## config.mk

```make
export PLATFORM = sky130hd
export DESIGN_NAME = cpu_axi_bridge
export DESIGN_NICKNAME = d
export VERILOG_FILES = /design/src/rtl/cpu_axi_bridge.sv
export SDC_FILE = /design/constraint.sdc
export NUM_CORES = 1
export LEC_CHECK = 0
export CORE_ASPECT_RATIO = 0.8
export CORE_MARGIN = 10
export CORE_UTILIZATION = 35
export CTS_BUF_LIST = sky130_fd_sc_hd__clkbuf_4
export DETAILED_ROUTE_END_ITERATION = 16
export PLACE_DENSITY_LB_ADDON = 0.05
export SYNTH_ARGS = -nofsm -noshare
export SYNTH_HDL_FRONTEND = slang
export SYNTH_SLANG_ARGS = --single-unit
export TNS_END_PERCENT = 100
```

## constraint.sdc

```tcl
create_clock -name clk -period 2.3 [get_ports clk]
set_input_delay 0.23 -clock clk [delete_from_list [all_inputs] [get_ports clk]]
set_output_delay 0.23 -clock clk [all_outputs]
set_load 0.01 [all_outputs]
```

## src/rtl/cpu_axi_bridge.sv

```systemverilog
// cpu_axi_bridge
//   Turns the core's SRAM-style instruction and data requests into
//   single-beat AXI transactions, one outstanding at a time, and stalls
//   the core until every latched request has been served.
//
// Ports
//   clk, rst                    clock, asynchronous active-low reset
//   inst_sram_en/addr/rdata     instruction fetch request and result
//   data_sram_en/wen/addr/wdata data access request (wen==0 is a read)
//   data_sram_rdata             load result
//   cpu_stall                   core holds PC and requests while high
//   ar*/r*/aw*/w*/b*            AXI read and write channels
//
// DATA_FIRST selects which side wins when both requests arrive together.
module cpu_axi_bridge #(
  parameter bit DATA_FIRST = 1'b1
) (
  input  logic        clk,
  input  logic        rst,
  input  logic        inst_sram_en,
  input  logic [31:0] inst_sram_addr,
  output logic [31:0] inst_sram_rdata,
  input  logic        data_sram_en,
  input  logic [3:0]  data_sram_wen,
  input  logic [31:0] data_sram_addr,
  input  logic [31:0] data_sram_wdata,
  output logic [31:0] data_sram_rdata,
  output logic        cpu_stall,
  output logic [31:0] araddr,
  output logic        arvalid,
  input  logic        arready,
  input  logic [31:0] rdata,
  input  logic        rvalid,
  output logic        rready,
  output logic [31:0] awaddr,
  output logic        awvalid,
  input  logic        awready,
  output logic [31:0] wdata,
  output logic [3:0]  wstrb,
  output logic        wvalid,
  input  logic        wready,
  input  logic        bvalid,
  output logic        bready
);

  typedef enum logic [2:0] {
    IDLE = 3'd0,
    AR   = 3'd1,
    R    = 3'd2,
    AW_W = 3'd3,
    B    = 3'd4,
    DONE = 3'd5
  } state_t;

  state_t      state_r;
  logic        inst_pend_r;
  logic        data_pend_r;
  logic [31:0] inst_addr_r;
  logic [31:0] data_addr_r;
  logic [3:0]  data_wen_r;
  logic [31:0] data_wdata_r;
  logic        rd_is_data_r;   // the read in flight belongs to the data side
  logic        aw_done_r;
  logic        w_done_r;

  logic        pick_data_s;
  logic        aw_now_s;
  logic        w_now_s;
  logic        stall_s;

  // Arbitration of same-cycle requests and write-channel completion tracking
  always_comb begin
    pick_data_s = data_sram_en & (DATA_FIRST | ~inst_sram_en);
    aw_now_s    = aw_done_r | (awvalid & awready);
    w_now_s     = w_done_r  | (wvalid & wready);
  end

  // Stall decode: IDLE term is combinational so the request cycle itself stalls
  always_comb begin
    stall_s = 1'b0;
    case (state_r)
      IDLE:           stall_s = inst_sram_en | data_sram_en;
      AR, R, AW_W, B: stall_s = 1'b1;
      DONE:           stall_s = 1'b0;
      default:        stall_s = 1'b0;
    endcase
  end

  assign cpu_stall = stall_s;

  // Bridge FSM with registered AXI outputs and captured read data
  always_ff @(posedge clk or negedge rst) begin
    if (!rst) begin
      state_r         <= IDLE;
      inst_pend_r     <= 1'b0;
      data_pend_r     <= 1'b0;
      inst_addr_r     <= 32'h0;
      data_addr_r     <= 32'h0;
      data_wen_r      <= 4'h0;
      data_wdata_r    <= 32'h0;
      rd_is_data_r    <= 1'b0;
      aw_done_r       <= 1'b0;
      w_done_r        <= 1'b0;
      inst_sram_rdata <= 32'h0;
      data_sram_rdata <= 32'h0;
      araddr          <= 32'h0;
      arvalid         <= 1'b0;
      rready          <= 1'b0;
      awaddr          <= 32'h0;
      awvalid         <= 1'b0;
      wdata           <= 32'h0;
      wstrb           <= 4'h0;
      wvalid          <= 1'b0;
      bready          <= 1'b0;
    end else begin
      case (state_r)
        IDLE: begin
          if (inst_sram_en || data_sram_en) begin
            inst_pend_r  <= inst_sram_en;
            data_pend_r  <= data_sram_en;
            inst_addr_r  <= inst_sram_addr;
            data_addr_r  <= data_sram_addr;
            data_wen_r   <= data_sram_wen;
            data_wdata_r <= data_sram_wdata;
            if (pick_data_s && (data_sram_wen != 4'h0)) begin
              state_r   <= AW_W;
              awaddr    <= data_sram_addr;
              awvalid   <= 1'b1;
              wdata     <= data_sram_wdata;
              wstrb     <= data_sram_wen;
              wvalid    <= 1'b1;
              aw_done_r <= 1'b0;
              w_done_r  <= 1'b0;
            end else if (pick_data_s) begin
              state_r      <= AR;
              araddr       <= data_sram_addr;
              arvalid      <= 1'b1;
              rd_is_data_r <= 1'b1;
            end else begin
              state_r      <= AR;
              araddr       <= inst_sram_addr;
              arvalid      <= 1'b1;
              rd_is_data_r <= 1'b0;
            end
          end
        end
        AR: begin
          if (arready) begin
            arvalid <= 1'b0;
            rready  <= 1'b1;
            state_r <= R;
          end
        end
        R: begin
          if (rvalid) begin
            rready <= 1'b0;
            if (rd_is_data_r) begin
              data_sram_rdata <= rdata;
              data_pend_r     <= 1'b0;
              if (inst_pend_r) begin
                state_r      <= AR;
                araddr       <= inst_addr_r;
                arvalid      <= 1'b1;
                rd_is_data_r <= 1'b0;
              end else begin
                state_r <= DONE;
              end
            end else begin
              inst_sram_rdata <= rdata;
              inst_pend_r     <= 1'b0;
              // A data request left behind the fetch may be a store, which
              // must take the write path rather than a read.
              if (data_pend_r && (data_wen_r != 4'h0)) begin
                state_r   <= AW_W;
                awaddr    <= data_addr_r;
                awvalid   <= 1'b1;
                wdata     <= data_wdata_r;
                wstrb     <= data_wen_r;
                wvalid    <= 1'b1;
                aw_done_r <= 1'b0;
                w_done_r  <= 1'b0;
              end else if (data_pend_r) begin
                state_r      <= AR;
                araddr       <= data_addr_r;
                arvalid      <= 1'b1;
                rd_is_data_r <= 1'b1;
              end else begin
                state_r <= DONE;
              end
            end
          end
        end
        AW_W: begin
          if (awvalid && awready) awvalid <= 1'b0;
          if (wvalid && wready)   wvalid  <= 1'b0;
          if (aw_now_s && w_now_s) begin
            aw_done_r <= 1'b0;
            w_done_r  <= 1'b0;
            bready    <= 1'b1;
            state_r   <= B;
          end else begin
            aw_done_r <= aw_now_s;
            w_done_r  <= w_now_s;
          end
        end
        B: begin
          if (bvalid) begin
            bready      <= 1'b0;
            data_pend_r <= 1'b0;
            if (inst_pend_r) begin
              state_r      <= AR;
              araddr       <= inst_addr_r;
              arvalid      <= 1'b1;
              rd_is_data_r <= 1'b0;
            end else begin
              state_r <= DONE;
            end
          end
        end
        DONE: begin
          state_r <= IDLE;
        end
        default: begin
          state_r <= IDLE;
        end
      endcase
    end
  end

endmodule

```

==> impl_results.rst, run 1 <==
.. list-table::
   :header-rows: 1

   * - Metric
     - Value
   * - Switching part of the total power
     - 34.2%
   * - Total power density per cell area
     - 1410 mW/mm²
   * - Leakage power
     - 7.32 nW
   * - Async set-reset flop share out of synthesis
     - 100%
   * - Commonest cells post-synth
     - 277 x sky130_fd_sc_hd__dfrtp_1, 161 x sky130_fd_sc_hd__mux2_2, 100 x sky130_fd_sc_hd__mux2i_1
   * - Number of buffers added on ports
     - 310
   * - Hold Fails Final Rpt
     - 0
   * - Required time of the critical path
     - 2070 ps
   * - Total core area
     - 0.0337 mm²
   * - Total net switching power
     - 8.24 mW
   * - Final RePlAce weighted congestion
     - 0.792
   * - Part of the cycle the worst path needs
     - 94.3%
   * - Final core area utilization
     - 50.7%
   * - Cell count after placement
     - 1,680
   * - Clock tree root driver cell
     - sky130_fd_sc_hd__clkbuf_4
   * - Comb power frac
     - 45.5%
   * - Setup slack at placement
     - -331 ps
   * - Routed wire length
     - 37,100 µm
   * - Critical path's slowest cell
     - sky130_fd_sc_hd__dfrtp_2
   * - CTS buffer count
     - 75
   * - Routed wire per std cell
     - 20.6 µm
   * - Worst-path clk slew
     - 60 ps
   * - Post-layout total power
     - 24.1 mW
   * - GRT Resource Usage Total
     - 17.4%
   * - Path category of the worst min-delay check
     - in -> reg
   * - Pins Over Slew Limit
     - 0
   * - Syn_area_per_cell
     - 12.7 µm²
   * - Highest fanout seen on the critical path
     - 14
   * - Effective utilization at floorplan
     - 35.6%
   * - Wire length of the first global-routing pass
     - 56,500 µm
   * - Area of placed instances
     - 0.0161 mm²
   * - Share of power burned in the clock network
     - 18.4%
   * - Antenna-violating nets left
     - 0
   * - Status
     - finished, final reports clean
   * - H-tree levels
     - 3
   * - Tightest Pin Transition
     - 530 ps
   * - Cells along the critical path
     - buf_12, nor3_4, buf_6, nand2_1, and2_1, buf_2
   * - Max-cap viol count
     - 0
   * - Worst clock skew on the final layout
     - 33.2 ps
   * - Residual DRC
     - 0
   * - Global-route congestion overflow total
     - 0
   * - Number of iterations in the first detailed-routing pass
     - 4
   * - Clock tree from TritonCTS
     - built
   * - Crit end category
     - output pin
   * - Number of antenna violations at the first check in global routing
     - 2
   * - Die Footprint
     - 0.0422 mm²
   * - Most area-consuming cells after synthesis
     - sky130_fd_sc_hd__dfrtp_1 58%, sky130_fd_sc_hd__mux2_2 15%, sky130_fd_sc_hd__mux2i_1 8.3%
   * - Number of buffer and inverter stages on the critical path
     - 3
   * - Largest buffer count on any clock path
     - 3
   * - Final Instance Count excl. Fillers
     - 1,802
   * - Most numerous cell in the Yosys netlist
     - sky130_fd_sc_hd__dfrtp_1
   * - Net total in the final layout
     - 1,469
   * - Count of final setup violators
     - 0
   * - Number of DRC markers in iteration 0
     - 452
   * - Number of flops mapped to enable cells by yosys
     - 0
   * - Relative max-transition margin
     - 64.7%
   * - Site Rows
     - 60
   * - Family with the most delay on the worst path
     - buffers and inverters
   * - Horizontal extent of the die
     - 227 µm
   * - Synth area leader
     - sky130_fd_sc_hd__dfrtp_1
   * - Net Count, Synth
     - 1,090
   * - Worst-case setup margin in the final layout
     - 132 ps
   * - Crit path kind
     - reg -> out
   * - Cell count after synthesis
     - 949
   * - Fraction of final layout cells with drive strength greater than 1
     - 25.4%
   * - Setup total negative slack
     - 0 ps
   * - Setup repair after global routing missed its margin
     - no
   * - Startpoint class of the critical path
     - flop
   * - Post-route minimum period
     - 2170 ps
   * - Sequential-to-total area share from yosys stat
     - 57.7%
   * - Arrival time reported for the critical path endpoint
     - 1940 ps
   * - Synthesis warning total
     - 0
   * - Internal power component
     - 15.9 mW
   * - Area of the mapped netlist
     - 0.0120 mm²
   * - Largest stage delay on the critical path
     - 420 ps
   * - Number of vias per cell
     - 4.93
   * - Vias in the first global route
     - 9,441
   * - Cell area after layout
     - 0.0171 mm²
   * - Synth Flop Type
     - sky130_fd_sc_hd__dfrtp_1
   * - Count of clock tree sinks
     - 277
   * - Area share of the leading cell type in the synthesized netlist
     - 57.7%
   * - Post-synthesis register bit count
     - 277
   * - Fraction of power consumed by sequential logic
     - 36.1%
   * - Peak supply drop
     - 587 µV
   * - Total number of vias
     - 8,891
   * - # IOs
     - 311
   * - Insertion delay of the later-clocked pin in the worst-skew pair
     - 690 ps
   * - Post-route worst hold slack
     - 66.9 ps
   * - Maximum frequency from static timing analysis
     - 461 MHz
   * - Largest net degree at the start of global routing
     - 61
   * - Unique cell type count in the Yosys netlist
     - 44
   * - Die outline height
     - 186 µm
   * - Area added between synthesis and finish
     - 42.5%
   * - DP HPWL
     - 25,700 µm
final cells by class:
class	instances	area (µm²)
fillers	3024	16600
well taps	434	543
flip-flops and latches	277	6930
repair buffers	370	3830
clock inverters	13	163
inverters	2	7.51
multi-input cells	602	4870
diodes	4	10.0
clock buffers	100	751
placed cells by master (no fill, tap or decap), drive strengths merged, types with 2 or more instances in the layout:
cell	n
nor3b	2
o32ai	2
a221o	32
nand3b	3
mux2	166
nor3	9
clkbuf	101
a21o	2
bufinv	4
clkinvlp	2
nor2b	3
nand2b	3
clkdlybuf4s50	307
a22o	33
and3	2
and2	3
mux2i	100
dfrtp	277
nand2	89
nor2	40
a2111oi	2
or2	2
a21oi	14
nor4	2
inv	3
diode	4
buf	61
o21ai	77
a211oi	2
clkinv	6
o31ai	2
cell families after synthesis:
| kind of cell | synth area share [%] |
|---|---|
| and+or+nand+nor | 5.88 |
| AOI/OAI and AO/OA | 10.2 |
| buffers and inverters | 2.32 |
| muxes | 23.9 |
| DFF | 57.7 |
routing by layer:
metal / track usage [%] / vias to the layer above / part of all wire (%)
met2: 26.3 / 236 / 45
met3: 6.09 / 44 / 7.7
met1: 22.9 / 4367 / 45
met4: 5.35 / 0 / 1.5
li1: - / 4244 / -
met5: 0 / - / 0
power groups by stage:
stage | Sequential (mW) | Clock (mW) | Combinational (mW)
global route | 9.04 | 4.89 | 11.9
global placement | 8.75 | 0 | 10.9
CTS | 8.74 | 4.64 | 11.1
detailed placement | 8.80 | 0 | 11.1
finish | 8.72 | 4.44 | 11.0
floorplan | 9.10 | 0 | 5.08
final timing paths:
check / slack, ps / endpoint / cells past startpoint / startpoint
hold reg to reg: 480 / wdata[29] / 2 / wdata[29]
setup / recovery: 130 / cpu_stall / 6 / state_r[1]
min in group asynchronous: 90 / wdata[12] / 2 / rst
setup reg to reg: 170 / awaddr[3] / 7 / state_r[2]
max in group asynchronous: 1530 / aw_done_r / 3 / rst
hold / removal: 70 / rd_is_data_r / 3 / data_sram_en
registers in the layout, indices dropped and copies added, names as in the netlist, 32 cells and up:
name and count:
data_wdata_r 32, data_sram_rdata 32, inst_addr_r 32, araddr 32, wdata 32, data_addr_r 32, inst_sram_rdata 32, awaddr 32
timing repair:
item	in CTS	in global routing
buffers inserted	2	1
endpoints found under the hold margin	277	0
setup endpoints to repair	1	30
gates cloned	0	1
resized for setup	8	4
pin swaps	1	1
hold buffers	1	0
worst register-to-register path: stages (launching register included):
cell and delay (ps):
sky130_fd_sc_hd__dfrtp_1 390, sky130_fd_sc_hd__buf_4 140, sky130_fd_sc_hd__nand2b_1 230, sky130_fd_sc_hd__buf_4 210, sky130_fd_sc_hd__nor2_4 120, sky130_fd_sc_hd__buf_12 400
sky130_fd_sc_hd__mux2i_1 380, sky130_fd_sc_hd__o21ai_0 110
Note: power is estimated with default switching activity, not from simulation.
==> run 2, diff against run 1 <==
--- a/config.mk
+++ b/config.mk
@@ -6,7 +6,7 @@
 export NUM_CORES = 1
 export LEC_CHECK = 0
 export CORE_ASPECT_RATIO = 0.8
-export CORE_MARGIN = 10
+export CORE_MARGIN = 2
 export CORE_UTILIZATION = 35
 export CTS_BUF_LIST = sky130_fd_sc_hd__clkbuf_4
 export DETAILED_ROUTE_END_ITERATION = 16
==> run 2 against run 1 <==
Effect of this change:
- global-route usage grew 1.9 points
- largest power group unchanged
- via count grew 0.97%
- power grew 0.87%
- die area shrank 15%
- fmax is essentially flat
==> impl_results.rst, run 2 (synthesized netlist as in run 1, its figures left out) <==
.. list-table::
   :header-rows: 1

   * - Metric
     - Value
   * - Status
     - finished, final reports clean
   * - Site Rows
     - 60
   * - Number of antenna violations at the first check in global routing
     - 3
   * - Area of placed instances
     - 0.0161 mm²
   * - Total number of vias
     - 8,977
   * - H-tree levels
     - 3
   * - Worst clock skew on the final layout
     - 18.9 ps
   * - Cells along the critical path
     - buf_4, buf_4, nor2b_1, a21oi_1, nor3b_2, buf_12, a221o_1, a22o_1
   * - Largest net degree at the start of global routing
     - 63
   * - Die Footprint
     - 0.0358 mm²
   * - Routed wire length
     - 34,600 µm
   * - Relative max-transition margin
     - 62.4%
   * - Required time of the critical path
     - 2860 ps
   * - Leading cell type in the layout, fill and taps excluded
     - sky130_fd_sc_hd__clkdlybuf4s50_1
   * - Number of buffers added on ports
     - 310
   * - Tightest Pin Transition
     - 564 ps
   * - Final Instance Count excl. Fillers
     - 1,828
   * - # IOs
     - 311
   * - Global-route congestion overflow total
     - 0
   * - Setup slack at placement
     - -349 ps
   * - Highest fanout seen on the critical path
     - 26
   * - Switching part of the total power
     - 33.7%
   * - Maximum frequency from static timing analysis
     - 461 MHz
   * - Commonest non-fill, non-tap cells in the layout
     - 307 x sky130_fd_sc_hd__clkdlybuf4s50_1, 276 x sky130_fd_sc_hd__dfrtp_1, 161 x sky130_fd_sc_hd__mux2_2, 127 x sky130_fd_sc_hd__clkbuf_4, 100 x sky130_fd_sc_hd__mux2i_1
   * - Critical path's slowest cell
     - sky130_fd_sc_hd__dfrtp_1
   * - Number of DRC markers in iteration 0
     - 427
   * - Pins Over Slew Limit
     - 0
   * - Post-layout total power
     - 24.3 mW
   * - Number of vias per cell
     - 4.91
   * - Layout filler cell count
     - 3,060
   * - Internal power component
     - 16.1 mW
   * - Die outline height
     - 170 µm
   * - Horizontal extent of the die
     - 211 µm
   * - Fraction of final layout cells with drive strength greater than 1
     - 26.9%
   * - Crit path kind
     - reg -> reg
   * - Count of clock tree sinks
     - 277
   * - Antenna-violating nets left
     - 0
   * - Insertion delay of the later-clocked pin in the worst-skew pair
     - 680 ps
   * - Max-cap viol count
     - 0
   * - Total core area
     - 0.0337 mm²
   * - Total net switching power
     - 8.20 mW
   * - Worst-case setup margin in the final layout
     - 131 ps
   * - Setup repair after global routing missed its margin
     - no
   * - Cell with the most instances on the worst path
     - sky130_fd_sc_hd__buf_4
   * - Number of iterations in the first detailed-routing pass
     - 5
   * - Largest stage delay on the critical path
     - 390 ps
   * - Vias in the first global route
     - 9,202
   * - Arrival time reported for the critical path endpoint
     - 2720 ps
   * - Share of power burned in the clock network
     - 19.5%
   * - Leakage power
     - 7.42 nW
   * - Area added between synthesis and finish
     - 43.5%
   * - Startpoint class of the critical path
     - flop
   * - Residual DRC
     - 0
   * - Post-route minimum period
     - 2170 ps
   * - Effective utilization at floorplan
     - 35.6%
   * - Crit end category
     - flop
   * - Comb power frac
     - 44.8%
   * - Path category of the worst min-delay check
     - in -> async
   * - Largest buffer count on any clock path
     - 3
   * - Wire length of the first global-routing pass
     - 53,700 µm
   * - Total power density per cell area
     - 1410 mW/mm²
   * - Routed wire per std cell
     - 19.0 µm
   * - Fraction of power consumed by sequential logic
     - 35.7%
   * - Hold Fails Final Rpt
     - 0
   * - CTS buffer count
     - 77
   * - Count of final setup violators
     - 0
   * - Worst-path clk slew
     - 60 ps
   * - DP HPWL
     - 23,000 µm
   * - Clock tree root driver cell
     - sky130_fd_sc_hd__clkbuf_4
   * - GRT Resource Usage Total
     - 19.3%
   * - Cell area after layout
     - 0.0172 mm²
   * - Final RePlAce weighted congestion
     - 0.791
   * - Cell count after placement
     - 1,682
   * - Part of the cycle the worst path needs
     - 94.3%
   * - Peak supply drop
     - 549 µV
   * - Net total in the final layout
     - 1,477
   * - Clock tree from TritonCTS
     - built
## run 2: final timing paths
check | endpoint | start | depth (start not counted) | slack [ps]
max | araddr[30] | state_r[1] | 8 | 130
min | wdata[24] | rst | 2 | 110
max reg2reg | araddr[30] | state_r[1] | 8 | 130
min reg2reg | wdata[4] | wdata[4] | 2 | 480
max in group asynchronous | inst_addr_r[12] | rst | 3 | 1320
min in group clk | inst_sram_rdata[11] | rdata[11] | 2 | 180
## run 2: power groups by stage
stage	Combinational (mW)	Clock, mW	Sequential [mW]
2_1_floorplan	5.08	0	9.10
3_3_place_gp	10.8	0	8.76
3_5_place_dp	10.9	0	8.79
4_1_cts	11.0	4.96	8.71
5_1_grt	11.8	5.21	9.02
6_report	10.9	4.75	8.69
## run 2: final cells by class
type	count	area (µm²)	area share, %
clock buffers	127	953	5.53
diodes	3	7.51	0.0436
inverters	2	7.51	0.0436
multi-input cells	602	4870	28.3
repair buffers	376	3840	22.3
well taps	434	543	3.15
flip-flops and latches	277	6930	40.2
clock inverters	7	78.8	0.457
## run 2: routing by layer
metal / up-vias / track usage, % / share of wire, %
li1: 4275 / - / -
met1: 4395 / 26.1 / 47
met2: 263 / 29.1 / 44
met3: 44 / 6.59 / 7.3
met4: 0 / 5.76 / 1.3
met5: - / 0 / 0
## run 2: per-stage QoR
| stage | setup TNS (ps) | util, % | hold slack, ps |
|---|---|---|---|
| 6_report | 0 | 51.1 | 112 |
| 5_1_grt | 0 | 51.1 | 88.5 |
| 4_1_cts | 0 | 51.0 | 53.5 |
| 3_3_place_gp | -8720 | 47.7 | 228 |
| 2_1_floorplan | 0 | - | -65.6 |
| 3_5_place_dp | -10570 | 47.7 | 235 |
## run 2: repair_timing
| item | in CTS | in global routing |
|---|---|---|
| buffers inserted | 2 | 5 |
| setup endpoints to repair | 1 | 33 |
| pin swaps | 0 | 2 |
| resized for setup | 9 | 5 |
| endpoints found under the hold margin | 248 | 0 |
| hold buffers | 2 | 0 |
## run 2: worst max-delay path: cells and delay by family, from the launching register on
| family | cells | cell delay [ps] |
|---|---|---|
| AO/OA/AOI/OAI | 3 | 870 |
| flip-flops | 1 | 390 |
| AND/OR/NAND/NOR | 2 | 280 |
| buffers and inverters | 3 | 500 |
==> run 3, diff against run 2 <==
==> constraint.sdc (replaced) <==
create_clock -name clk -period 2.65 [get_ports clk]
set_input_delay 0.265 -clock clk [delete_from_list [all_inputs] [get_ports clk]]
set_output_delay 0.265 -clock clk [all_outputs]
set_load 0.01 [all_outputs]
==> run 3 against run 2 <==
Effect of this change:
- final area decreased by 1.8%
- clock skew up 15 ps
- worst setup slack better by 52 ps
- critical endpoint is now cpu_stall
- combinational power is 15% lower
- via count is 1.4% lower
- largest cell class unchanged
- non-clock buffer count shrank 15
- die area is the same
==> impl_results.rst, run 3 (synthesized netlist as in run 1, its figures left out) <==
.. list-table::
   :header-rows: 1

   * - Metric
     - Value
   * - Status
     - finished, final reports clean
   * - Area of placed instances
     - 0.0160 mm²
   * - Number of vias per cell
     - 4.91
   * - Flip-flop and latch area
     - 0.00693 mm²
   * - Vias in the first global route
     - 9,056
   * - Maximum frequency from static timing analysis
     - 405 MHz
   * - GRT Resource Usage Total
     - 19.1%
   * - Residual DRC
     - 0
   * - Routed wire per std cell
     - 18.8 µm
   * - H-tree levels
     - 3
   * - Worst setup slack for register-to-register paths
     - 470 ps
   * - Site Rows
     - 60
   * - Max-cap viol count
     - 0
   * - Final RePlAce weighted congestion
     - 0.785
   * - Total power density per cell area
     - 1210 mW/mm²
   * - Horizontal extent of the die
     - 211 µm
   * - Count of final setup violators
     - 0
   * - Wire length of the first global-routing pass
     - 52,800 µm
   * - Post-route worst hold slack
     - 119 ps
   * - Number of iterations in the first detailed-routing pass
     - 4
   * - Count of clock tree sinks
     - 277
   * - Total number of vias
     - 8,850
   * - Largest stage delay on the critical path
     - 530 ps
   * - Number of DRC markers in iteration 0
     - 400
   * - Relative max-transition margin
     - 56.1%
   * - Part of the cycle the worst path needs
     - 93.1%
   * - Cells along the critical path
     - buf_4, o21ai_0, and2_1, clkdlybuf4s50_1
   * - Effective utilization at floorplan
     - 35.6%
   * - Cell area after layout
     - 0.0169 mm²
   * - Largest net degree at the start of global routing
     - 77
   * - Hold Fails Final Rpt
     - 0
   * - Net total in the final layout
     - 1,460
   * - Clock tree root driver cell
     - sky130_fd_sc_hd__clkbuf_4
   * - # IOs
     - 311
   * - Tightest Pin Transition
     - 659 ps
   * - Leading cell type in the layout, fill and taps excluded
     - sky130_fd_sc_hd__clkdlybuf4s50_1
   * - Multi-input gate area
     - 0.00486 mm²
   * - Highest fanout seen on the critical path
     - 10
   * - Commonest non-fill, non-tap cells in the layout
     - 308 x sky130_fd_sc_hd__clkdlybuf4s50_1, 276 x sky130_fd_sc_hd__dfrtp_1, 161 x sky130_fd_sc_hd__mux2_2, 114 x sky130_fd_sc_hd__clkbuf_4, 100 x sky130_fd_sc_hd__mux2i_1
   * - Global-route congestion overflow total
     - 0
   * - Worst-path clk slew
     - 70 ps
   * - Antenna-violating nets left
     - 0
   * - Crit end category
     - output pin
   * - Peak supply drop
     - 463 µV
   * - Setup slack at placement
     - -9.41 ps
   * - Required time of the critical path
     - 2380 ps
   * - Die Footprint
     - 0.0358 mm²
   * - Largest buffer count on any clock path
     - 3
   * - Arrival time reported for the critical path endpoint
     - 2200 ps
   * - DP HPWL
     - 23,000 µm
   * - Path category of the worst min-delay check
     - in -> async
   * - Post-layout total power
     - 20.5 mW
   * - Number of antenna violations at the first check in global routing
     - 3
   * - Number of buffers added on ports
     - 310
   * - Cell count after placement
     - 1,671
   * - Pins Over Slew Limit
     - 0
   * - Die outline height
     - 170 µm
   * - CTS buffer count
     - 75
   * - Routed wire length
     - 33,900 µm
   * - Fraction of final layout cells with drive strength greater than 1
     - 25.1%
   * - Clock tree from TritonCTS
     - built
   * - Setup repair after global routing missed its margin
     - no
   * - Layout filler cell count
     - 3,105
   * - Crit path kind
     - reg -> out
   * - Startpoint class of the critical path
     - flop
   * - Total core area
     - 0.0337 mm²
   * - Post-route minimum period
     - 2470 ps
   * - Insertion delay of the later-clocked pin in the worst-skew pair
     - 710 ps
   * - Worst-case setup margin in the final layout
     - 183 ps
   * - Leakage power
     - 7.26 nW
   * - Final Instance Count excl. Fillers
     - 1,802
   * - Area added between synthesis and finish
     - 40.9%
   * - Critical path's slowest cell
     - sky130_fd_sc_hd__dfrtp_1
   * - Worst clock skew on the final layout
     - 33.5 ps
==> run 3: cell count changes in the layout (fill, tap and decap cells not counted), moves of 2 or more <==
cell / previous run / this run
sky130_fd_sc_hd__buf_4: 42 / 34
sky130_fd_sc_hd__bufinv_16: 2 / 0
sky130_fd_sc_hd__buf_12: 18 / 15
sky130_fd_sc_hd__clkinv_1: 4 / 7
sky130_fd_sc_hd__clkbuf_4: 127 / 114
sky130_fd_sc_hd__buf_6: 3 / 1
==> run 3: final timing paths <==
check,depth (start not counted),from,end
setup reg to reg,7,data_wen_r[2],araddr[7]
min in group clk,3,data_sram_en,rd_is_data_r
hold / removal,2,rst,data_wdata_r[24]
setup / recovery,4,state_r[2],cpu_stall
max in group asynchronous,3,rst,data_addr_r[19]
hold reg to reg,2,awaddr[27],awaddr[27]
==> run 3: what timing repair did <==
action	4_1_cts	5_1_grt
setup endpoints to repair	1	1
pin swaps	1	0
buffers inserted	1	3
endpoints found under the hold margin	126	0
hold buffers	1	0
gates resized for setup	3	1
==> run 3: power by group <==
part           total, mW  internal (mW)  switching [mW]
clock               3.67           1.93            1.74
sequential          7.53           6.32            1.21
combinational       9.29           5.24            4.05
total               20.5           13.5            7.00
==> run 3: through the flow <==
stage	TNS, ps	utilization, %
after floorplan	0	-
after global placement	0	47.4
after detailed placement	-9.41	47.4
after CTS	0	50.1
after global routing	0	50.2
final	0	50.2
==> run 3: metal layers <==
metal  global-route usage [%]  routed length [µm]  vias to the layer above
met3                     6.88                2530                       64
met5                        0                  16                        -
met2                     28.5               15000                      239
met4                     6.58                 699                        2
met1                     25.7               15600                     4314
li1                         -                   -                     4231
==> run 3: final cells by class <==
type	count	area share (%)
diodes	3	0.0444
inverters	2	0.0444
repair buffers	361	21.7
clock buffers	114	5.06
well taps	434	3.21
flip-flops and latches	277	41.0
multi-input cells	602	28.7
clock inverters	9	0.207
==> run 3: critical path, delay by kind of cell, from the launching register on <==
kind / cells / cell delay (ps)
compound gates: 1 / 80
buf+inv: 2 / 730
flops: 1 / 530
simple gates: 1 / 160
